## config.mk

```make
export PLATFORM = sky130hd
export DESIGN_NAME = reg_file_ctrl
export DESIGN_NICKNAME = d
export VERILOG_FILES = /design/src/rtl/reg_file_ctrl_pkg.sv /design/src/rtl/reg_file_ctrl.sv
export SDC_FILE = /design/constraint.sdc
export NUM_CORES = 1
export LEC_CHECK = 0
export CORE_ASPECT_RATIO = 1.5
export CORE_MARGIN = 8
export CORE_UTILIZATION = 44
export CTS_BUF_LIST = sky130_fd_sc_hd__clkbuf_16
export CTS_CLUSTER_SIZE = 12
export DETAILED_ROUTE_END_ITERATION = 12
export GPL_TIMING_DRIVEN = 1
export PLACE_DENSITY = 0.79
export SLEW_MARGIN = 20
export SYNTH_ARGS = -nofsm -noshare
export SYNTH_HDL_FRONTEND = slang
export SYNTH_SLANG_ARGS = --single-unit
```

## constraint.sdc

```tcl
create_clock -name CLK -period 1.7 [get_ports CLK]
set_input_delay 0.17 -clock CLK [delete_from_list [all_inputs] [get_ports CLK]]
set_output_delay 0.17 -clock CLK [all_outputs]
set_load 0.02 [all_outputs]
```

## src/rtl/reg_file_ctrl_pkg.sv

```systemverilog
// Shared definitions for the register-file command controller: FSM state
// encoding, command-byte field positions, datapath widths and the
// reserved-bit mask used by the optional command check.
package reg_file_ctrl_pkg;

  localparam int OPCODE_BIT = 7;   // command bit7: 1 = write, 0 = read
  localparam int DATA_W     = 16;  // register-file word width
  localparam int BYTE_W     = 8;   // stream byte width

  typedef enum logic [2:0] {
    S_IDLE     = 3'd0,
    S_WR_HI    = 3'd1,
    S_WR_LO    = 3'd2,
    S_WR_ISSUE = 3'd3,
    S_RD_ISSUE = 3'd4,
    S_RD_WAIT  = 3'd5,
    S_RD_HI    = 3'd6,
    S_RD_LO    = 3'd7
  } state_e;

  // Bits between the address field and the opcode bit are reserved.
  function automatic logic [BYTE_W-1:0] reserved_mask(input int addr_width);
    logic [BYTE_W-1:0] m;
    m = '0;
    for (int i = 0; i < OPCODE_BIT; i++) begin
      if (i >= addr_width) m[i] = 1'b1;
    end
    return m;
  endfunction

endpackage

```

## src/rtl/reg_file_ctrl.sv

```systemverilog
// Byte-stream command controller in front of the 8x16 register file.
// Write frame: cmd, data high, data low. Read frame: cmd only; the read word
// is returned high byte first on the output stream.
// Optional macro REG_FILE_CTRL_CMD_CHECK_EN: reject cmd bytes with reserved
// bits set and pulse Err; without it reserved bits are ignored and Err is 0.
module reg_file_ctrl #(
  parameter int ADDR_WIDTH = 3
) (
  input  logic                  CLK,
  input  logic                  RST,
  input  logic [7:0]            In_Data,
  input  logic                  In_Valid,
  output logic                  In_Ready,
  output logic [7:0]            Out_Data,
  output logic                  Out_Valid,
  input  logic                  Out_Ready,
  output logic                  WrEn,
  output logic                  RdEn,
  output logic [ADDR_WIDTH-1:0] Address,
  output logic [15:0]           WrData,
  input  logic [15:0]           RdData,
  output logic                  Busy,
  output logic                  Err
);

  import reg_file_ctrl_pkg::*;

  state_e                  state_q, state_d;
  logic [ADDR_WIDTH-1:0]   addr_q, addr_d;
  logic [DATA_W-1:0]       wr_data_q, wr_data_d;
  logic [DATA_W-1:0]       rd_buf_q, rd_buf_d;
  logic                    in_fire, out_fire;
  logic                    cmd_reject;

  assign in_fire  = In_Valid  && In_Ready;
  assign out_fire = Out_Valid && Out_Ready;

`ifdef REG_FILE_CTRL_CMD_CHECK_EN
  localparam logic [BYTE_W-1:0] RSVD_MASK = reserved_mask(ADDR_WIDTH);
  logic err_q, err_d;

  assign cmd_reject = |(In_Data & RSVD_MASK);
  assign err_d      = (state_q == S_IDLE) && in_fire && cmd_reject;

  // One-cycle error pulse in the cycle after a rejected cmd transfer.
  always_ff @(posedge CLK or negedge RST) begin
    if (!RST) err_q <= 1'b0;
    else      err_q <= err_d;
  end

  assign Err = err_q;
`else
  assign cmd_reject = 1'b0;
  assign Err        = 1'b0;
`endif

  // State and datapath registers.
  // NOTE: sequential state uses non-blocking assignments so every register
  // samples the pre-edge value of the others, independent of statement order.
  always_ff @(posedge CLK or negedge RST) begin
    if (!RST) begin
      state_q   <= S_IDLE;
      addr_q    <= '0;
      wr_data_q <= '0;
      rd_buf_q  <= '0;
    end else begin
      state_q   <= state_d;
      addr_q    <= addr_d;
      wr_data_q <= wr_data_d;
      rd_buf_q  <= rd_buf_d;
    end
  end

  // Next-state and datapath-capture decode.
  // NOTE: every signal gets a hold-value default first, so no path through
  // the case leaves one unassigned and no latch is inferred.
  always_comb begin
    state_d   = state_q;
    addr_d    = addr_q;
    wr_data_d = wr_data_q;
    rd_buf_d  = rd_buf_q;
    case (state_q)
      S_IDLE: begin
        if (in_fire && !cmd_reject) begin
          addr_d  = In_Data[ADDR_WIDTH-1:0];
          state_d = In_Data[OPCODE_BIT] ? S_WR_HI : S_RD_ISSUE;
        end
      end
      S_WR_HI: begin
        if (in_fire) begin
          wr_data_d[DATA_W-1:BYTE_W] = In_Data;
          state_d                    = S_WR_LO;
        end
      end
      S_WR_LO: begin
        if (in_fire) begin
          wr_data_d[BYTE_W-1:0] = In_Data;
          state_d               = S_WR_ISSUE;
        end
      end
      S_WR_ISSUE: state_d = S_IDLE;
      S_RD_ISSUE: state_d = S_RD_WAIT;
      S_RD_WAIT: begin
        rd_buf_d = RdData;
        state_d  = S_RD_HI;
      end
      S_RD_HI: if (out_fire) state_d = S_RD_LO;
      S_RD_LO: if (out_fire) state_d = S_IDLE;
      default: state_d = S_IDLE;
    endcase
  end

  // Handshakes and strobes are pure state decodes; Out_Data only changes on
  // a state change, so it holds while the downstream stalls.
  assign In_Ready  = (state_q == S_IDLE) || (state_q == S_WR_HI) || (state_q == S_WR_LO);
  assign Out_Valid = (state_q == S_RD_HI) || (state_q == S_RD_LO);
  assign Out_Data  = (state_q == S_RD_HI) ? rd_buf_q[DATA_W-1:BYTE_W] :
                     (state_q == S_RD_LO) ? rd_buf_q[BYTE_W-1:0]      : '0;
  assign WrEn      = (state_q == S_WR_ISSUE);
  assign RdEn      = (state_q == S_RD_ISSUE);
  assign Busy      = (state_q != S_IDLE);
  assign Address   = addr_q;
  assign WrData    = wr_data_q;

endmodule

```

==> report_table.html <==
<table>
<tr><th>Metric</th><th>Value</th></tr>
<tr><th colspan="2">Routing</th></tr>
<tr><td>Routed vias</td><td>roughly 1200</td></tr>
<tr><td>Remaining antenna violation count</td><td>0</td></tr>
<tr><td>Average wire length per cell after detail routing</td><td>16.44 um</td></tr>
<tr><td>Total Wirelength</td><td>roughly 3900 um</td></tr>
<tr><td>First-pass detailed-route iteration total</td><td>4</td></tr>
<tr><td>DRC violation count after routing</td><td>0</td></tr>
<tr><td>Via-to-Cell Ratio</td><td>5.143</td></tr>
<tr><td>Violation count after the first detailed-route iteration</td><td>28</td></tr>
<tr><th colspan="2">Clocking</th></tr>
<tr><td>Number of clock sinks seen by CTS</td><td>38</td></tr>
<tr><td>Clk buf depth</td><td>2</td></tr>
<tr><td>Clock root cell</td><td>sky130_fd_sc_hd__clkbuf_16</td></tr>
<tr><td>Clock transition at the register clock pins on the worst setup and hold paths after CTS</td><td>approximately 0.06 ns</td></tr>
<tr><td>Clock insertion delay at the later pin of the skew report</td><td>approximately 0.28 ns</td></tr>
<tr><td>Clock tree from TritonCTS</td><td>yes</td></tr>
<tr><td>CTS buffer count</td><td>5</td></tr>
<tr><td>Deepest level of the CTS H-tree</td><td>2</td></tr>
<tr><th colspan="2">GRT</th></tr>
<tr><td>GRT Resource Usage Total</td><td>0.1377</td></tr>
<tr><td>Via count of the first global-routing pass</td><td>between 1000 and 1500</td></tr>
<tr><td>Total congestion overflow</td><td>0</td></tr>
<tr><td>First-pass GRT wire length</td><td>between 6000 and 7000 um</td></tr>
<tr><td>Antenna violations before repair</td><td>0</td></tr>
<tr><td>Largest net degree at the start of global routing</td><td>39</td></tr>
<tr><th colspan="2">Critical path</th></tr>
<tr><td>Depth of the worst register-to-register path</td><td>5</td></tr>
<tr><td>Startpoint of the worst register-to-register path</td><td>state_q[0]</td></tr>
<tr><td>Arrival time at the worst endpoint</td><td>1.46 ns</td></tr>
<tr><td>Crit path from</td><td>state_q[0]</td></tr>
<tr><td>Type of the setup path with the least slack</td><td>flop to primary output</td></tr>
<tr><td>Required time worst endpoint</td><td>between 1.5 and 2 ns</td></tr>
<tr><td>Worst Setup Start Kind</td><td>flop</td></tr>
<tr><td>Worst R2R Setup Slack</td><td>0.12 ns</td></tr>
<tr><td>Crit path depth</td><td>3</td></tr>
<tr><td>Setup crit end kind</td><td>primary output</td></tr>
<tr><td>Delay of the slowest cell on the worst path</td><td>~0.4 ns</td></tr>
<tr><td>Worst setup path endpoint</td><td>Busy</td></tr>
<tr><td>Critical path peak fanout</td><td>21</td></tr>
<tr><td>Worst path top cell family by delay</td><td>buffers and inverters</td></tr>
<tr><td>Ordered cell list for the critical path</td><td>buf_12 -&gt; or3_1 -&gt; dlygate4sd2_1</td></tr>
<tr><td>Terminus of the critical flop-to-flop path</td><td>Address[1]</td></tr>
<tr><td>Buffers &amp; Inverters on Critical Path</td><td>2</td></tr>
<tr><td>Cell at the slowest stage of the critical path</td><td>sky130_fd_sc_hd__dfrtp_1</td></tr>
<tr><th colspan="2">Layout</th></tr>
<tr><td>Post-layout instance count excluding filler cells</td><td>~240</td></tr>
<tr><td>Antenna Diode Count</td><td>0</td></tr>
<tr><td>Final Net Count</td><td>between 200 and 250</td></tr>
<tr><td>Area growth from synthesis to layout</td><td>49.93%</td></tr>
<tr><td>Ratio of cells with drive above 1 in the final layout</td><td>0.3026</td></tr>
<tr><td>Filler cell count</td><td>277</td></tr>
<tr><td>Final design utilization</td><td>0.6908</td></tr>
<tr><th colspan="2">Placement</th></tr>
<tr><td># port buffers</td><td>around 60</td></tr>
<tr><td>DPL Wire Length</td><td>around 3000 um</td></tr>
<tr><td>Placed Cells incl. Taps</td><td>between 200 and 250</td></tr>
<tr><td>Final weighted congestion in routability-driven placement</td><td>between 0.7 and 0.8</td></tr>
<tr><th colspan="2">Pwr</th></tr>
<tr><td>Power Dens Cells</td><td>2002 nW/um2</td></tr>
<tr><td>Static power due to leakage</td><td>between 1 and 1.5 nW</td></tr>
<tr><td>Post-layout power</td><td>around 5.1 mW</td></tr>
<tr><td>Worst-case vdd ir drop</td><td>approximately 0.0015 V</td></tr>
<tr><th colspan="2">Floorplanning</th></tr>
<tr><td>Die Area</td><td>roughly 6100 um2</td></tr>
<tr><td>Number of top-level pins</td><td>61</td></tr>
<tr><td>Core Region</td><td>about 3700 um2</td></tr>
<tr><td>Horizontal die dimension</td><td>66.70 um</td></tr>
<tr><td>Effective utilization at floorplan</td><td>0.4608</td></tr>
<tr><td>Die Y-Extent</td><td>92.05 um</td></tr>
<tr><td>Row count</td><td>27</td></tr>
<tr><th colspan="2">Yosys</th></tr>
<tr><td>Number of flops mapped to enable cells by yosys</td><td>0</td></tr>
<tr><td>YS warnings</td><td>0</td></tr>
<tr><td>Share of the yosys chip area belonging to registers</td><td>0.5605</td></tr>
<tr><td>Cell types occupying the most area after synthesis</td><td>sky130_fd_sc_hd__dfrtp_1 (56%), sky130_fd_sc_hd__mux2_2 (23%), sky130_fd_sc_hd__mux2i_1 (4.7%)</td></tr>
<tr><td>Post-synthesis area per instance</td><td>roughly 13 um2</td></tr>
<tr><td>Yosys top cell area share</td><td>0.5605</td></tr>
<tr><td>Top cells by instance count after synthesis</td><td>sky130_fd_sc_hd__dfrtp_1 (38), sky130_fd_sc_hd__mux2_2 (35), sky130_fd_sc_hd__nor2_1 (9)</td></tr>
<tr><td>Syn Inst Count</td><td>126</td></tr>
<tr><td>Number of register bits inferred by synthesis</td><td>38</td></tr>
<tr><td>Post-synthesis async set-or-reset flop share</td><td>1.000</td></tr>
<tr><td>Flip-flop cell with the highest count after synthesis</td><td>sky130_fd_sc_hd__dfrtp_1</td></tr>
<tr><td>Synthesized area</td><td>roughly 1700 um2</td></tr>
<tr><td>Number of nets produced by synthesis</td><td>approximately 150</td></tr>
<tr><td>Most frequent cell after synthesis</td><td>sky130_fd_sc_hd__dfrtp_1</td></tr>
<tr><td>Largest area contributor in the synthesized netlist</td><td>sky130_fd_sc_hd__dfrtp_1</td></tr>
<tr><td>Post-synthesis cell type count</td><td>25</td></tr>
<tr><th colspan="2">Timing</th></tr>
<tr><td>Final TNS setup</td><td>0 ns</td></tr>
<tr><td>Unrepaired setup endpoints after global routing</td><td>no</td></tr>
<tr><td>Maximum clock rate</td><td>around 600 MHz</td></tr>
<tr><td>Tcrit/Tclk final</td><td>0.9617</td></tr>
<tr><td>WHS</td><td>around 0.4 ns</td></tr>
<tr><td>Final critical path time including I/O delays and setup</td><td>1.635 ns</td></tr>
<tr><td>Finish-stage setup viols</td><td>0</td></tr>
<tr><td>Final clock skew</td><td>around 0.0026 ns</td></tr>
<tr><td>Final hold violation count</td><td>0</td></tr>
<tr><td>Final number of max-transition violations</td><td>0</td></tr>
<tr><th colspan="2">Flow run</th></tr>
<tr><td>Count of max-cap constraint violations</td><td>0</td></tr>
<tr><th colspan="2">Worst hold path</th></tr>
<tr><td>Worst hold path type</td><td>primary input to asynchronous set/reset pin</td></tr>
<tr><th colspan="2">Run status</th></tr>
<tr><td>Outcome</td><td>finished, final reports clean</td></tr>
</table>
worst reg2reg max path, cell delays in order (launching register included):
cell                       delay (ns)
sky130_fd_sc_hd__dfrtp_1         0.39
sky130_fd_sc_hd__buf_12          0.17
sky130_fd_sc_hd__nand2b_4        0.17
sky130_fd_sc_hd__nor3_1          0.22
sky130_fd_sc_hd__buf_4           0.19
sky130_fd_sc_hd__mux2_2          0.33
cell type report:
type	count	area (um2)	area share
flip-flops and latches	38	953.4	0.3748
multi-input cells	79	698.2	0.2745
repair buffers	68	689.4	0.2710
clock buffers	5	125.1	0.04919
well taps	43	53.80	0.02115
clock inverters	3	16.27	0.006394
inverters	2	7.507	0.002951
cell families (layout without fill, tap and decap cells):
group           count (synthesis)  in the layout  synth area share
compound gates                  9              9           0.03466
buf+inv                         9             78           0.02950
flops                          38             38            0.5605
mux                            43             43            0.2795
other cells                     1              1          0.002210
simple gates                   26             26           0.09366
layer usage:
metal	vias up	wire length (um)	track usage
li1	576	-	-
met1	583	1506	0.1484
met2	61	1961	0.2194
met3	4	412	0.06577
met4	0	34	0.06261
met5	-	0	0
sequential cells by signal, indices dropped and copies added, names as in the netlist:
| register | cells |
|---|---|
| Address | 3 |
| WrData | 16 |
| rd_buf_q | 16 |
| state_q | 3 |
where the power goes:
| part | internal (mW) | switching [mW] |
|---|---|---|
| combinational | 1.34 | 1.25 |
| sequential | 1.37 | 0.259 |
| clock | 0.534 | 0.341 |
| total | 3.25 | 1.85 |
placed cells by master, fill, tap and decap left out:
master	n
sky130_fd_sc_hd__nor4b_1	1
sky130_fd_sc_hd__or3_1	1
sky130_fd_sc_hd__dfrtp_1	36
sky130_fd_sc_hd__clkdlybuf4s50_1	45
sky130_fd_sc_hd__nor3_1	2
sky130_fd_sc_hd__o22ai_1	1
sky130_fd_sc_hd__dlygate4sd3_1	1
sky130_fd_sc_hd__nor2b_1	1
sky130_fd_sc_hd__dlygate4sd2_1	13
sky130_fd_sc_hd__clkinv_2	1
sky130_fd_sc_hd__nand2_1	5
sky130_fd_sc_hd__nand2b_4	1
sky130_fd_sc_hd__dfrtp_2	2
sky130_fd_sc_hd__buf_2	1
sky130_fd_sc_hd__inv_1	2
sky130_fd_sc_hd__nand2b_1	1
sky130_fd_sc_hd__buf_4	4
sky130_fd_sc_hd__a21oi_1	2
sky130_fd_sc_hd__conb_1	1
sky130_fd_sc_hd__nor3b_4	1
sky130_fd_sc_hd__clkinvlp_4	1
sky130_fd_sc_hd__o21ba_2	1
sky130_fd_sc_hd__mux2i_1	8
sky130_fd_sc_hd__o32ai_1	1
sky130_fd_sc_hd__nand3_1	1
sky130_fd_sc_hd__nand2_2	1
sky130_fd_sc_hd__nor3_4	1
sky130_fd_sc_hd__buf_12	4
sky130_fd_sc_hd__o21ai_0	3
sky130_fd_sc_hd__clkbuf_16	5
sky130_fd_sc_hd__nor2_1	9
sky130_fd_sc_hd__clkinv_1	1
sky130_fd_sc_hd__nand3b_2	1
sky130_fd_sc_hd__a211o_1	1
sky130_fd_sc_hd__mux2_2	35
per-stage QoR:
step | instance area (um2) | worst slack [ns]
2_1_floorplan | 1697 | 0.2756
3_3_place_gp | 2404 | -0.008398
3_5_place_dp | 2404 | -0.04346
4_1_cts | 2544 | 0.04692
5_1_grt | 2544 | 0.008260
6_report | 2544 | 0.06505
how the worst min path moves through the flow:
stage	start	endpoint	slack [ns]	cells after the start
finish	RST	WrData[12]	0.39	3
global route	RST	WrData[12]	0.43	3
CTS	RST	WrData[12]	0.40	3
detailed placement	RST	WrData[6]	0.15	2
global placement	RST	WrData[14]	0.15	2
floorplan	RST	Address[0]	-0.13	0
repair_timing:
item / in CTS / in global routing
buffers inserted: 0 / 0
endpoints found under the setup margin: 13 / 0
gates resized for setup: 16 / 0
hold buffers: 1 / 0
hold endpoints to repair: 38 / 0
No activity file was read; power rests on OpenSTA's default activity.
